File: src/rtl/axi_lite_txn_sequencer.sv
// Command source for the AXI4-Lite master: on start, issues NUM_CMDS write transactions with
// swept address/data, tallies done/error responses and aborts a stalled transaction by watchdog.
module axi_lite_txn_sequencer #(
    parameter int                ADDR_W    = 4,
    parameter int                DATA_W    = 32,
    parameter int                NUM_CMDS  = 4,
    parameter logic [ADDR_W-1:0] BASE_ADDR = '0,
    parameter logic [ADDR_W-1:0] ADDR_STEP = ADDR_W'(4),
    parameter logic [DATA_W-1:0] DATA_SEED = DATA_W'(32'hA5A5_0000),
    parameter logic [DATA_W-1:0] DATA_STEP = DATA_W'(32'h0000_0101),
    parameter int                TIMEOUT   = 255
) (
    input  logic                            aclk,
    input  logic                            aresetn,
    input  logic                            start,
    output logic                            int_axi_txn,
    output logic [ADDR_W-1:0]               tgt_addr,
    output logic [DATA_W-1:0]               tgt_data,
    input  logic                            txn_done,
    input  logic                            txn_error,
    output logic                            busy,
    output logic                            seq_done,
    output logic [$clog2(NUM_CMDS+1)-1:0]   pass_cnt,
    output logic [$clog2(NUM_CMDS+1)-1:0]   err_cnt,
    output logic                            timeout_flag
);

    localparam int CNT_W = $clog2(NUM_CMDS + 1);
    localparam int IDX_W = (NUM_CMDS > 1) ? $clog2(NUM_CMDS) : 1;
    localparam int WD_W  = $clog2(TIMEOUT + 1);
    localparam logic [IDX_W-1:0] LAST_IDX  = IDX_W'(NUM_CMDS - 1);
    localparam logic [WD_W-1:0]  TIMEOUT_V = WD_W'(TIMEOUT);

    typedef enum logic [2:0] {
        IDLE,
        ISSUE,
        WAIT,
        DRAIN,
        FIN
    } state_t;

    state_t            state;
    state_t            state_nxt;
    logic [1:0]        rst_sync;
    logic              rst_n;
    logic [IDX_W-1:0]  idx;
    logic [WD_W-1:0]   watchdog;
    logic [WD_W-1:0]   wd_nxt;
    logic              first_cmd;
    logic              next_cmd;
    logic              inc_pass;
    logic              inc_err;
    logic              abort;
    logic              wd_inc;

    // Assertion reaches every flop immediately; release is aligned to aclk.
    always_ff @(posedge aclk or negedge aresetn) begin
        if (!aresetn) begin
            rst_sync <= 2'b00;
        end else begin
            rst_sync <= {rst_sync[0], 1'b1};
        end
    end

    assign rst_n = rst_sync[1];

    always_ff @(posedge aclk or negedge rst_n) begin
        if (!rst_n) begin
            state <= IDLE;
        end else begin
            state <= state_nxt;
        end
    end

    assign wd_nxt = watchdog + WD_W'(1);

    always_comb begin
        state_nxt = state;
        first_cmd = 1'b0;
        next_cmd  = 1'b0;
        inc_pass  = 1'b0;
        inc_err   = 1'b0;
        abort     = 1'b0;
        wd_inc    = 1'b0;
        case (state)
            IDLE: begin
                if (start) begin
                    first_cmd = 1'b1;
                    state_nxt = ISSUE;
                end
            end
            ISSUE: begin
                state_nxt = WAIT;
            end
            WAIT: begin
                // Error takes priority when both indications arrive together.
                if (txn_error) begin
                    inc_err   = 1'b1;
                    state_nxt = DRAIN;
                end else if (txn_done) begin
                    inc_pass  = 1'b1;
                    state_nxt = DRAIN;
                end else if (wd_nxt == TIMEOUT_V) begin
                    inc_err   = 1'b1;
                    abort     = 1'b1;
                    state_nxt = FIN;
                end else begin
                    wd_inc = 1'b1;
                end
            end
            DRAIN: begin
                // Level-style indications must fall before the next command is issued.
                if (!txn_done && !txn_error) begin
                    if (idx == LAST_IDX) begin
                        state_nxt = FIN;
                    end else begin
                        next_cmd  = 1'b1;
                        state_nxt = ISSUE;
                    end
                end
            end
            FIN: begin
                state_nxt = IDLE;
            end
            default: begin
                state_nxt = IDLE;
            end
        endcase
    end

    always_ff @(posedge aclk or negedge rst_n) begin
        if (!rst_n) begin
            idx          <= '0;
            watchdog     <= '0;
            tgt_addr     <= '0;
            tgt_data     <= '0;
            pass_cnt     <= '0;
            err_cnt      <= '0;
            timeout_flag <= 1'b0;
        end else begin
            if (first_cmd) begin
                idx          <= '0;
                tgt_addr     <= BASE_ADDR;
                tgt_data     <= DATA_SEED;
                pass_cnt     <= '0;
                err_cnt      <= '0;
                timeout_flag <= 1'b0;
            end
            // Address and data advance incrementally, wrapping modulo their widths.
            if (next_cmd) begin
                idx      <= idx + IDX_W'(1);
                tgt_addr <= tgt_addr + ADDR_STEP;
                tgt_data <= tgt_data + DATA_STEP;
            end
            if (inc_pass) begin
                pass_cnt <= pass_cnt + CNT_W'(1);
            end
            if (inc_err) begin
                err_cnt <= err_cnt + CNT_W'(1);
            end
            if (abort) begin
                timeout_flag <= 1'b1;
            end
            if (state == ISSUE) begin
                watchdog <= '0;
            end else if (wd_inc) begin
                watchdog <= wd_nxt;
            end
        end
    end

    assign int_axi_txn = (state == ISSUE);
    assign busy        = (state == ISSUE) || (state == WAIT) || (state == DRAIN);
    assign seq_done    = (state == FIN);

endmodule

File: config.mk
export PLATFORM = sky130hd
export DESIGN_NAME = axi_lite_txn_sequencer
export DESIGN_NICKNAME = d
export VERILOG_FILES = /design/src/rtl/axi_lite_txn_sequencer.sv
export SDC_FILE = /design/constraint.sdc
export NUM_CORES = 1
export LEC_CHECK = 0
export BUFFER_PORTS_ARGS = -buffer_cell sky130_fd_sc_hd__buf_4
export CORE_MARGIN = 5
export CORE_UTILIZATION = 50
export CTS_BUF_LIST = sky130_fd_sc_hd__clkbuf_16
export CTS_CLUSTER_DIAMETER = 120
export CTS_CLUSTER_SIZE = 28
export DETAILED_ROUTE_END_ITERATION = 10
export GPL_TIMING_DRIVEN = 0
export PLACE_DENSITY_LB_ADDON = 0.2
export SLEW_MARGIN = 20
export SYNTH_ARGS = -nofsm -noshare
export SYNTH_HDL_FRONTEND = slang
export SYNTH_SLANG_ARGS = --single-unit
File: constraint.sdc
create_clock -name aclk -period 2.66 [get_ports aclk]
set_input_delay 0.133 -clock aclk [delete_from_list [all_inputs] [get_ports aclk]]
set_output_delay 0.133 -clock aclk [all_outputs]
set_load 0.1 [all_outputs]
==> qor.yml <==
port_buffers: 48
cts_setup_buffers: 0
m1WireLength_um: 3030
met3_length_um: 306
synth.area.top_cells: "dfrtp_1, nand2_1, nand3_1, o21ai_0, mux2i_1"
antenna_found_initial: 0
fillers: 467
critical_path.endpoint_type: "flop"
clockBufferDepth: 2
first_global_vias: 2256
die_y_um: 86.4
ys_ff_latch: 56
fin_skew_ns: 0.00597
core-area_mm2: 0.00557
final_net_count: 372
synth_top_area_cell: "dfrtp_1"
r2r_cells: 9
finalNonFillerCells: 434
grt_pass1_wl_um: 10800
wl_per_cell_um: 14.3
hold_violations: 0
routed_wl_um: 6190
hpwl_um: 4410
synth_warnings: 0
placed_cells: 425
post-synth-top-count-cell: "dfrtp_1"
insertion_delay_ns: 0.29
dr.pass1.iters: 5
cts_buffers: 5
synth_cell_types: 49
tightest_slew_ns: 0.748
synth_ff_type: "dfrtp_1"
period_minus_slack_ns: 2.35
ys_seq_area_share_pct: 48.1
top_layer: "met4"
arrival_ns: 2.50
grt_use_total_pct: 17.9
initialDrtViolationCount: 118
die_area_mm2: 0.00746
rsz0062_at_grt: "no"
synthCells: 304
initial_core_util_pct: 52.3
rows: 27
p_leak_nw: 1.60
setup_tns_ns: 0
clkTransAtPathRegs_ns: 0.07
synth_top_area_share_pct: 48.1
setup_viol: 0
io_pins: 51
wl_met2_um: 2790
worstPathRequired_ns: 2.81
syn-cell-area_mm2: 0.00292
async_flop_share_pct: 100
multiInputGateArea_mm2: 0.00141
final_util_pct: 63.1
die_width_um: 86.4
syn2layout_area_growth_pct: 20.7
dp_slack_ns: 0.333
ant_nets: 0
drc: 0
grt_max_degree: 55
setup_ws_ns: 0.310
register_area_mm2: 0.00141
synth_common_cells: "dfrtp_1, nand2_1, nand3_1"
outcome: "finished clean"
worstSetupPathType: "flop to flop"
drive_gt1_share_pct: 19.3
ctsHoldBuffers: 1
h-tree-depth: 2
cts_tree: "done"
overflow: 0
cts_resized: 0
min_path_type: "input pin to asynchronous set/reset pin"
power_density_mw_per_mm2: 1160
maxCapViolCount: 0
num_vias: 2387
synth-edff-count: 0
cp-start-kind: "flop"
slew_headroom_pct: 49.5
finalMaxSlewViolations: 0
path_max_fanout: 9
vdd_drop_max_mv: 0.850
vias_per_cell: 5.50
fin_crit_sh_pct: 88.3
routabilityCongestion: 0.804
antenna_cells: 0
cts.sink_count: 56
synth.avg_cell_area_um2: 9.59
clock-root-buffer: "clkbuf_16"
max_freq_mhz: 426
## worst paths after layout
| check | slack (ns) | from | to |
|---|---|---|---|
| min in group aclk | 0.20 | start | state[0] |
| worst max-delay path | 0.31 | idx[0] | tgt_data[23] |
| worst max register to register | 0.31 | idx[0] | tgt_data[23] |
| worst min register to register | 0.37 | rst_sync[0] | rst_sync[1] |
| worst min-delay path | 0.15 | aresetn | rst_sync[1] |
| max in group asynchronous | 1.82 | rst_sync[1] | tgt_data[30] |
## state kept, by name, indices dropped and copies added, names as in the netlist
| register | cells |
|---|---|
| timeout_flag | 1 |
| tgt_addr | 2 |
| idx | 2 |
| pass_cnt | 3 |
| watchdog | 8 |
| state | 3 |
| err_cnt | 3 |
| tgt_data | 32 |
| rst_sync | 2 |
## layout make-up
type	instances	share of cell area [%]
multi-input cells	228	40.1
flip-flops and latches	56	39.9
repair buffers	49	10.5
clock buffers	5	3.55
well taps	72	2.56
plain buffers	14	2.28
inverters	7	0.747
clock inverters	3	0.320
## per-stage QoR
step	instance area, um2	hold WS [ns]	total power, mW
2_1_floorplan	2920	-0.163	3.01
3_3_place_gp	3370	-0.0845	3.43
3_5_place_dp	3370	-0.0824	3.47
4_1_cts	3520	0.141	4.11
5_1_grt	3520	0.159	4.29
6_report	3520	0.154	4.07
## cells by family after synthesis
kind of cell | Yosys count | synth area share, %
adders and majority gates | 6 | 2.58
buffers and inverters | 21 | 3.65
and+or+nand+nor | 134 | 24.5
DFF | 56 | 48.1
other | 2 | 0.258
AOI/OAI and AO/OA | 64 | 14.2
muxes | 9 | 3.09
xor gates and xnor gates | 12 | 3.61
## cells in the final DEF, fill, tap and decap left out, types with 7 or more instances in the layout
| master | instances |
|---|---|
| xnor2_1 | 7 |
| mux2i_1 | 9 |
| a21oi_1 | 8 |
| dfrtp_1 | 55 |
| o211ai_1 | 10 |
| o31ai_1 | 7 |
| and3_1 | 7 |
| buf_4 | 51 |
| nand2_1 | 45 |
| nor2_1 | 17 |
| and2_1 | 8 |
| inv_1 | 9 |
| o21ai_0 | 23 |
| nand3_1 | 26 |
| clkbuf_1 | 7 |
## layer usage
metal | vias up | track usage, %
met3 | 8 | 4.09
met5 | - | 0
met4 | 0 | 4.67
met2 | 55 | 27.4
met1 | 1132 | 25.6
li1 | 1192 | -
## worst max-delay path, cell delays in order, from the launching register on
cell,delay (ns)
dfrtp_1,0.40
ha_1,0.22
nand2b_1,0.18
or4_4,0.43
buf_6,0.16
or3_1,0.38
buf_6,0.15
nor2_2,0.09
xnor2_1,0.13
nand2_1,0.07
## report_power, final
group | internal (mW) | leakage [nW] | total, mW | switching (mW)
sequential | 1.05 | 0.712 | 1.29 | 0.232
combinational | 0.495 | 0.818 | 2.16 | 1.67
clock | 0.340 | 0.0738 | 0.627 | 0.287
Note: power is estimated with default switching activity, not from simulation.
